### src/rtl/md_pkg.sv
// Shared definitions for the E-stage multiply/divide unit: opcodes, FSM states
// and a conditional two's-complement negate helper.
package md_pkg;

  localparam logic [2:0] MD_MULT  = 3'b000;
  localparam logic [2:0] MD_MULTU = 3'b001;
  localparam logic [2:0] MD_DIV   = 3'b010;
  localparam logic [2:0] MD_DIVU  = 3'b011;
  localparam logic [2:0] MD_MTHI  = 3'b100;
  localparam logic [2:0] MD_MTLO  = 3'b101;

  typedef enum logic [1:0] {
    MD_IDLE = 2'd0,
    MD_BUSY = 2'd1,
    MD_FIX  = 2'd2
  } md_state_e;

  // Helper works on the widest value the unit handles (the 2*WIDTH product).
  localparam int unsigned MD_MAXW = 64;

  function automatic logic [MD_MAXW-1:0] md_neg_if(input logic [MD_MAXW-1:0] x,
                                                    input logic neg);
    return neg ? (~x + MD_MAXW'(1)) : x;
  endfunction

endpackage

### src/rtl/mult_div_unit.sv
// Iterative multiply/divide unit owning HI/LO: shift-add multiply, restoring
// divide, one bit per cycle, sign fix-up on a final FIX cycle.
module mult_div_unit
  import md_pkg::*;
#(
  parameter int unsigned WIDTH = 32,
  parameter int unsigned CNTW  = 6
) (
  input  logic             clk,
  input  logic             reset,
  input  logic             mdstartE,
  input  logic [2:0]       mdopE,
  input  logic [WIDTH-1:0] srcaE,
  input  logic [WIDTH-1:0] srcbE,
  input  logic             stallE,
  input  logic             flushE,
  output logic [WIDTH-1:0] hiE,
  output logic [WIDTH-1:0] loE,
  output logic             mdrunE
);

  localparam int unsigned W2 = 2 * WIDTH;

  md_state_e        state;
  logic [CNTW-1:0]  cnt;
  logic             is_div, neg_q, neg_r, divzero;
  logic [WIDTH-1:0] a_raw, op_a, op_b, rem;
  logic [W2-1:0]    acc;

  logic             go, is_signed;
  logic [WIDTH-1:0] a_abs, b_abs;
  logic [WIDTH:0]   mul_sum, div_shift;
  logic [WIDTH-1:0] div_diff;
  logic             div_ge;
  logic [W2-1:0]    prod_fix;
  logic [WIDTH-1:0] quot_fix, rem_fix;

  assign go        = mdstartE & ~stallE & ~flushE & (state == MD_IDLE);
  assign is_signed = (mdopE == MD_MULT) || (mdopE == MD_DIV);
  assign a_abs     = WIDTH'(md_neg_if(MD_MAXW'(srcaE), is_signed & srcaE[WIDTH-1]));
  assign b_abs     = WIDTH'(md_neg_if(MD_MAXW'(srcbE), is_signed & srcbE[WIDTH-1]));

  // Multiply: add multiplicand into the upper half, then shift the whole accumulator right.
  assign mul_sum   = {1'b0, acc[W2-1:WIDTH]} + (op_b[0] ? {1'b0, op_a} : '0);

  // Divide: W+1-bit partial remainder, quotient bits shift into op_a from the right.
  assign div_shift = {rem, op_a[WIDTH-1]};
  assign div_ge    = div_shift >= {1'b0, op_b};
  assign div_diff  = WIDTH'(div_shift - {1'b0, op_b});

  assign prod_fix  = W2'(md_neg_if(MD_MAXW'(acc), neg_q));
  assign quot_fix  = WIDTH'(md_neg_if(MD_MAXW'(op_a), neg_q));
  assign rem_fix   = WIDTH'(md_neg_if(MD_MAXW'(rem), neg_r));

  assign mdrunE    = (state != MD_IDLE);

  always_ff @(posedge clk) begin
    if (reset) begin
      state   <= MD_IDLE;
      cnt     <= '0;
      is_div  <= 1'b0;
      neg_q   <= 1'b0;
      neg_r   <= 1'b0;
      divzero <= 1'b0;
      a_raw   <= '0;
      op_a    <= '0;
      op_b    <= '0;
      rem     <= '0;
      acc     <= '0;
      hiE     <= '0;
      loE     <= '0;
    end else begin
      case (state)
        MD_IDLE: begin
          if (go) begin
            case (mdopE)
              MD_MTHI: hiE <= srcaE;
              MD_MTLO: loE <= srcaE;
              MD_MULT, MD_MULTU, MD_DIV, MD_DIVU: begin
                is_div  <= (mdopE == MD_DIV) || (mdopE == MD_DIVU);
                neg_q   <= is_signed & (srcaE[WIDTH-1] ^ srcbE[WIDTH-1]);
                neg_r   <= is_signed & srcaE[WIDTH-1];
                divzero <= ((mdopE == MD_DIV) || (mdopE == MD_DIVU)) && (srcbE == '0);
                a_raw   <= srcaE;
                op_a    <= a_abs;
                op_b    <= b_abs;
                rem     <= '0;
                acc     <= '0;
                cnt     <= '0;
                state   <= MD_BUSY;
              end
              default: ;
            endcase
          end
        end
        MD_BUSY: begin
          if (flushE) begin
            state <= MD_IDLE;
          end else begin
            if (is_div) begin
              rem  <= div_ge ? div_diff : div_shift[WIDTH-1:0];
              op_a <= {op_a[WIDTH-2:0], div_ge};
            end else begin
              acc  <= {mul_sum, acc[WIDTH-1:1]};
              op_b <= op_b >> 1;
            end
            cnt <= cnt + CNTW'(1);
            if (cnt == CNTW'(WIDTH - 1)) state <= MD_FIX;
          end
        end
        MD_FIX: begin
          if (!flushE) begin
            if (!is_div) begin
              {hiE, loE} <= prod_fix;
            end else if (divzero) begin
              loE <= '1;
              hiE <= a_raw;
            end else begin
              loE <= quot_fix;
              hiE <= rem_fix;
            end
          end
          state <= MD_IDLE;
        end
        default: state <= MD_IDLE;
      endcase
    end
  end

endmodule

### config.mk
export PLATFORM = sky130hd
export DESIGN_NAME = mult_div_unit
export DESIGN_NICKNAME = d
export VERILOG_FILES = /design/src/rtl/md_pkg.sv /design/src/rtl/mult_div_unit.sv
export SDC_FILE = /design/constraint.sdc
export NUM_CORES = 1
export LEC_CHECK = 0
export CELL_PAD_IN_SITES_DETAIL_PLACEMENT = 2
export CELL_PAD_IN_SITES_GLOBAL_PLACEMENT = 2
export CORE_ASPECT_RATIO = 0.75
export CORE_MARGIN = 3
export CORE_UTILIZATION = 35
export DETAILED_ROUTE_END_ITERATION = 10
export GPL_TIMING_DRIVEN = 0
export PLACE_DENSITY_LB_ADDON = 0.1
export SLEW_MARGIN = 20
export SYNTH_ARGS = -nofsm -noshare
export SYNTH_HDL_FRONTEND = slang
export SYNTH_SLANG_ARGS = --single-unit
### constraint.sdc
create_clock -name clk -period 3.4 [get_ports clk]
set_input_delay 0.51 -clock clk [delete_from_list [all_inputs] [get_ports clk]]
set_output_delay 0.51 -clock clk [all_outputs]
set_load 0.03 [all_outputs]
# --- Word level (Yosys, flattened, before mapping) ---
# Cells that the tools add are included.
totals:
  word_cells: 118
  out_inout_bits: 65
  ff_bits: 268
  inputBits: 72
op_classes:
  reduce_logical: 17
  eq_ne: 17
  bitwise_logic: 14
  mux: 48
  add_sub_neg: 8
  magnitude_cmp: 1
ops:
  columns: ["op", "count"]
  rows:
  - ["two-way mux 32 bit", 28]
  - ["two-way mux 64 bit", 5]
  - ["one-hot mux 32 bit (2 select lines)", 5]
  - ["adder 32 x 1 -> 32 bit, second input constant", 4]
  - ["inverter 32 bit", 4]
  - ["one-hot mux 64 bit (2 select lines)", 1]
  - ["adder 64 x 1 -> 64 bit, second input constant", 1]
  - ["inverter 64 bit", 1]
  - ["adder 32 x 32 -> 33 bit", 1]
  - [">= comparator 33 x 32 -> 1 bit", 1]
  - ["zero test 32 bit", 1]
  - ["subtractor 32 bit", 1]
  - ["two-way mux 6 bit", 3]
  - ["one-hot mux 6 bit (2 select lines)", 1]
  - ["AND reduction 4 bit", 3]
  - ["inequality test 2 bit, second input constant", 5]
  - ["AND reduction 5 bit", 2]
  - ["two-way mux 2 bit", 4]
  - ["adder 6 x 1 -> 6 bit, second input constant", 1]
  - ["AND 1 bit", 6]
  - ["equality test 3 x 2 -> 1 bit, second input constant", 2]
  - ["equality test 3 bit, second input constant", 2]
  - ["equality test 6 x 5 -> 1 bit, second input constant", 1]
  - ["inequality test 2 x 1 -> 1 bit, second input constant", 3]
  - ["other kinds (14)", 19]

# --- Logic depth before layout (Yosys ltp) ---
logic_depth:
  word_depth: 7
  ltp_mapped: 14
  ltp_nobuf: 13

# --- Least setup slack after synthesis ---
# OpenSTA, ideal clock, no wires.
synth_timing:
  kind: "reg2reg"
  from: "reg op_b[0]"
  to: "reg acc[59]"
  setup_slack_ns: 0.284
  setup_ns: 0.117
  n_path_buf: 1
  stages_incl_launch_ff: 15
  arrival_ns: 2.999
  t_required_ns: 3.283
  path_cell_list: "dfxtp_1 -> clkbuf_1 -> and2_1 -> ha_1 -> inv_1 -> fa_1 -> nor2b_1 -> o21a_1 -> o21ai_0 -> a31oi_1 -> o21ai_0 -> o21a_1 -> o31ai_1 -> mux2i_1 -> nand2_1"
synth_between:
  elab_chain_len: 5
synth_lines:
  columns: ["element", "line_no", "source"]
  rows:
  - ["start: declaration", "mult_div_unit.sv:27", "logic [WIDTH-1:0] a_raw, op_a, op_b, rem;"]
  - ["start signal: assignment", "mult_div_unit.sv:86", "op_b <= b_abs;"]
  - ["start signal: assignment", "mult_div_unit.sv:105", "op_b <= op_b >> 1;"]
  - ["two-way mux 32 bit", "mult_div_unit.sv:44", "assign mul_sum = {1'b0, acc[W2-1:WIDTH]} + (op_b[0] ? {1'b0, op_a} : '0);"]
  - ["adder 32 x 32 -> 33 bit", "mult_div_unit.sv:44", null]
  - ["two-way mux 64 bit", "mult_div_unit.sv:100", "if (is_div) begin"]
  - ["two-way mux 64 bit", "mult_div_unit.sv:97", "if (flushE) begin"]
  - ["one-hot mux 64 bit (2 select lines)", "mult_div_unit.sv:73", "case (state)"]
  - ["end signal: assignment", "mult_div_unit.sv:104", "acc <= {mul_sum, acc[WIDTH-1:1]};"]
  - ["end: declaration", "mult_div_unit.sv:28", "logic [W2-1:0] acc;"]
# Every way passes these cells. The select of a mux whose other input is x is not followed.
# A chain may end at the register's enable or synchronous reset.

# --- Worst setup path in the final report ---
layout_timing:
  from: "reg rem[4]"
  to: "reg rem[12]"
layout_between:
  elab_chain_len: 5
  elab_cells_between_ends: 6
  cone_classes: "1 x add/sub; 1 x order compare; 4 x mux"
layout_lines:
  columns: ["element", "line_no", "source"]
  rows:
  - ["start: declaration", "mult_div_unit.sv:27", null]
  - ["start signal: assignment", "mult_div_unit.sv:101", "rem <= div_ge ? div_diff : div_shift[WIDTH-1:0];"]
  - ["subtractor 32 bit / >= comparator 33 x 32 -> 1 bit (equally long branches)", "mult_div_unit.sv:49, mult_div_unit.sv:48", null]
  - ["two-way mux 32 bit *", "mult_div_unit.sv:101", null]
  - ["two-way mux 32 bit *", "mult_div_unit.sv:100", null]
  - ["two-way mux 32 bit *", "mult_div_unit.sv:97", null]
  - ["one-hot mux 32 bit (2 select lines) *", "mult_div_unit.sv:73", null]
# Mark *: on every way between the ends. The rest lies on a longest branch, timed or not. The select of a mux whose other input is x is not followed.

==> metrics.md <==
| Metric | Value |
|---|---|
| Status | `complete, but fails checks` |
| Failing checks | `negative setup slack` |
| Reg area | `5396 µm²` |
| IO Pins | `between 100 and 150` |
| Clock buffer depth | `3` |
| Nets | `2891` |
| CP Capture Type | `flip-flop` |
| Share of post-route cells with drive strength above 1 | `0.08448` |
| Total track usage | `0.3730` |
| Die H | `around 210 µm` |
| DRC viols | `0` |
| Vias in the first global route | `22.25k` |
| Post-DRT Antenna Nets | `0` |
| Die X | `274.7 µm` |
| Crit path launch type | `flip-flop` |
| Root Buffer | `clkbuf_16` |
| Slowest CP cell | `dfxtp_1` |
| Internal power | `slightly below 6 mW` |
| Clock Pin Slew Worst Setup and Hold Paths | `around 0.060 ns` |
| R2R setup slack | `-0.04 ns` |
| CTS Sinks | `between 200 and 300` |
| Area contributors post-synth | `dfxtp_1 (28%), nand2_1 (6.4%), xnor2_1 (6.3%)` |
| CP required | `3.84 ns` |
| Wirelength per Cell | `31.74 µm` |
| CP max FO | `6` |
| Initial antenna violation count | `13` |
| Cell area after synthesis | `around 19000 µm²` |
| Ys async rst share | `0` |
| Pre-CTS setup slack | `-0.9986 ns` |
| Worst path cell trace | `ha_2, nand3_2, nor2_1, o31a_1, o211ai_1, nand4b_1, a221o_1, a31oi_4, buf_12, buf_6, clkbuf_16, mux2i_1, o21ai_1` |
| Slew margin rel. | `0.1678` |
| Tightest Pin Transition | `~1.2 ns` |
| Initial Utilization | `0.3560` |
| Fin crit share | `1.012` |
| Top-area cell type share of the netlist area | `0.2830` |
| Design Area, Final | `about 23000 µm²` |
| H-tree depth | `2` |
| Sequential share of the synthesized area | `0.2830` |
| Die Area | `between 50000 and 60000 µm²` |
| Top-count cell post-synth | `nand2_1` |
| Final WL | `110.6 mm` |
| Post-DP HPWL | `between 80 and 90 mm` |
| HP Class | `in -> reg` |
| Skew-Pair Late Insertion Delay | `about 0.58 ns` |
| Worst R2R Start | `rem[4]` |
| Drt via density | `about 6.3` |
| # fillers | `roughly 6k` |
| Cells after synthesis | `~2.6k` |
| Fin. max-slew vios | `0` |
| Peak VDD IR | `around 0.28 mV` |
| Area of the multi-input gates | `between 10000 and 15000 µm²` |
| Fmax | `0.2907 GHz` |
| Starting DRT DRC Count | `around 2.6k` |
| Row cnt | `73` |
| Final clock skew | `roughly 0.049 ns` |
| Post-synthesis cell type count | `80` |
| Placed Instance Area | `~21000 µm²` |
| WP data arrival | `around 3.9 ns` |
| Crit path launch | `rem[4]` |
| Ys flop type | `dfxtp_1` |
| Max Cap Violations | `0` |
| Yosys reg bits | `between 200 and 300` |
| Area leader, netlist | `dfxtp_1` |
| Reg2Reg Depth | `13` |
| Sw Share | `0.3034` |
| Gpl congestion | `a little under 1` |
| P per Cell Area | `370.5 nW/µm²` |
| Top post-synthesis cells by count | `nand2_1 (322), dfxtp_1 (268), a21oi_1 (235), nor2_1 (235), o21ai_0 (166)` |
| GRT Residual Overflow | `0` |
| Minimum clock period | `between 3 and 4 ns` |
| Critical path class | `reg -> reg` |
| Clk network pwr share | `0.450` |
| Pin count of the biggest net entering global routing | `13` |
| P_leak | `a little under 9 nW` |
| CP peak stage delay | `about 0.55 ns` |
| Global-route wire length before repair | `approximately 160 mm` |
| Logic pwr share | `0.172` |
| Critical R2R Capture | `rem[12]` |
| IO Port Bufs | `130` |
| P_sw | `between 2 and 3 mW` |
| Vias | `approximately 22k` |
| Syn avg cell area | `between 7 and 8 µm²` |
| Final setup fails | `8` |
| EDFF count, synth | `0` |
| 1st-pass router iterations | `5` |
| Mapped Nets | `roughly 2.7k` |
| Setup ws final | `-0.03960 ns` |
| Yosys warns | `0` |
| Sequential cell fraction of total power | `0.378` |
| CTS tree | `yes` |
| Unrepaired setup endpoints after global routing | `true` |
| Inst Count DP | `between 3k and 4k` |
| Std-Cell Core Area | `about 53000 µm²` |
| Layout area overhead | `21.80%` |
| Fin. Hold Viols | `0` |
| Post-route insts no fill | `3486` |
| Setup crit end | `rem[12]` |
| Total CTS buffers | `34` |
[sequential cells by signal, summed over array words and instances (netlist names), 2 cells and up]
register,flops
state,2
rem,32
hiE,32
cnt,6
a_raw,32
op_a,32
op_b,32
loE,32
acc,64
[what timing repair did]
action | 4_1_cts | 5_1_grt
setup endpoints to repair | 177 | 94
hold buffers | 0 | 0
cloned | 1 | 2
pin swaps | 9 | 19
resized for setup | 67 | 108
setup buffers | 11 | 18
hold endpoints to repair | 0 | 0
[kinds of logic after synthesis]
group	Yosys count	synth area share
flops	268	0.2830
mux	46	0.02449
compound gates	771	0.2601
xor+xnor	225	0.1040
fa+ha+maj	73	0.04897
simple gates	925	0.2286
buf+inv	253	0.05082
[how the worst min path moves through the flow]
| stage | cells after the start | slack (ns) | end | start |
|---|---|---|---|---|
| detailed placement | 2 | 0.45 | a_raw[23] | a_raw[23] |
| finish | 3 | 0.31 | a_raw[10] | srcaE[10] |
| CTS | 3 | 0.30 | a_raw[10] | srcaE[10] |
| global route | 3 | 0.31 | a_raw[10] | srcaE[10] |
| floorplan | 2 | 0.43 | a_raw[23] | a_raw[23] |
| global placement | 2 | 0.44 | a_raw[23] | a_raw[23] |
[power groups by stage]
stage          sequential [mW]  combinational (mW)  clock, mW
3_3_place_gp              3.29                1.17          0
3_5_place_dp              3.30                1.20          0
4_1_cts                   3.23                1.31       3.84
2_1_floorplan             3.29               0.679          0
5_1_grt                   3.23                1.53       3.97
6_report                  3.23                1.47       3.85
[worst max-delay path: cells and delay by family (launching register included)]
kind	cells	cell delay, ns
AOI/OAI and AO/OA	5	1.24
DFF	1	0.55
and+or+nand+nor	3	0.51
buffers and inverters	3	0.42
adders and majority gates	1	0.41
muxes	1	0.20
[metrics by stage]
stage | util | hold WS [ns] | TNS (ns) | total power [mW]
after floorplan | - | 0.4310 | 0 | 3.973
after global placement | 0.3972 | 0.4366 | -125.28 | 4.466
after detailed placement | 0.3974 | 0.4482 | -127.64 | 4.497
after CTS | 0.4242 | 0.3005 | -0.008217 | 8.374
after global routing | 0.4334 | 0.3066 | -0.9288 | 8.732
final | 0.4336 | 0.3116 | -0.1604 | 8.554
[cell usage in the layout, fill, tap and decap left out, types with 40 or more instances in the layout]
cell type / synthesis / routed
a211oi_1: 45 / 42
a21oi_1: 235 / 230
a31oi_1: 41 / 40
clkbuf_1: 162 / 134
clkdlybuf4s50_1: 0 / 130
dfxtp_1: 268 / 251
ha_1: 71 / 60
inv_1: 72 / 69
nand2_1: 322 / 322
nand3_1: 93 / 92
nor2_1: 235 / 228
nor3_1: 58 / 53
o21ai_0: 166 / 144
xnor2_1: 137 / 134
xor2_1: 88 / 87
[metal layers]
metal | wire, µm | GRT usage
met5 | 25 | 0
met3 | 12830 | 0.1243
met2 | 44170 | 0.5128
met1 | 50940 | 0.5519
met4 | 2657 | 0.09239
[cell type report]
class / count / area share
clock inverters: 10 / 0.003685
diodes: 4 / 0.0004335
well taps: 712 / 0.03858
plain buffers: 169 / 0.03067
clock buffers: 50 / 0.04514
multi-input cells: 2040 / 0.5671
inverters: 72 / 0.01181
repair buffers: 161 / 0.06887
flip-flops and latches: 268 / 0.2337
(Power assumes the default switching activity.)
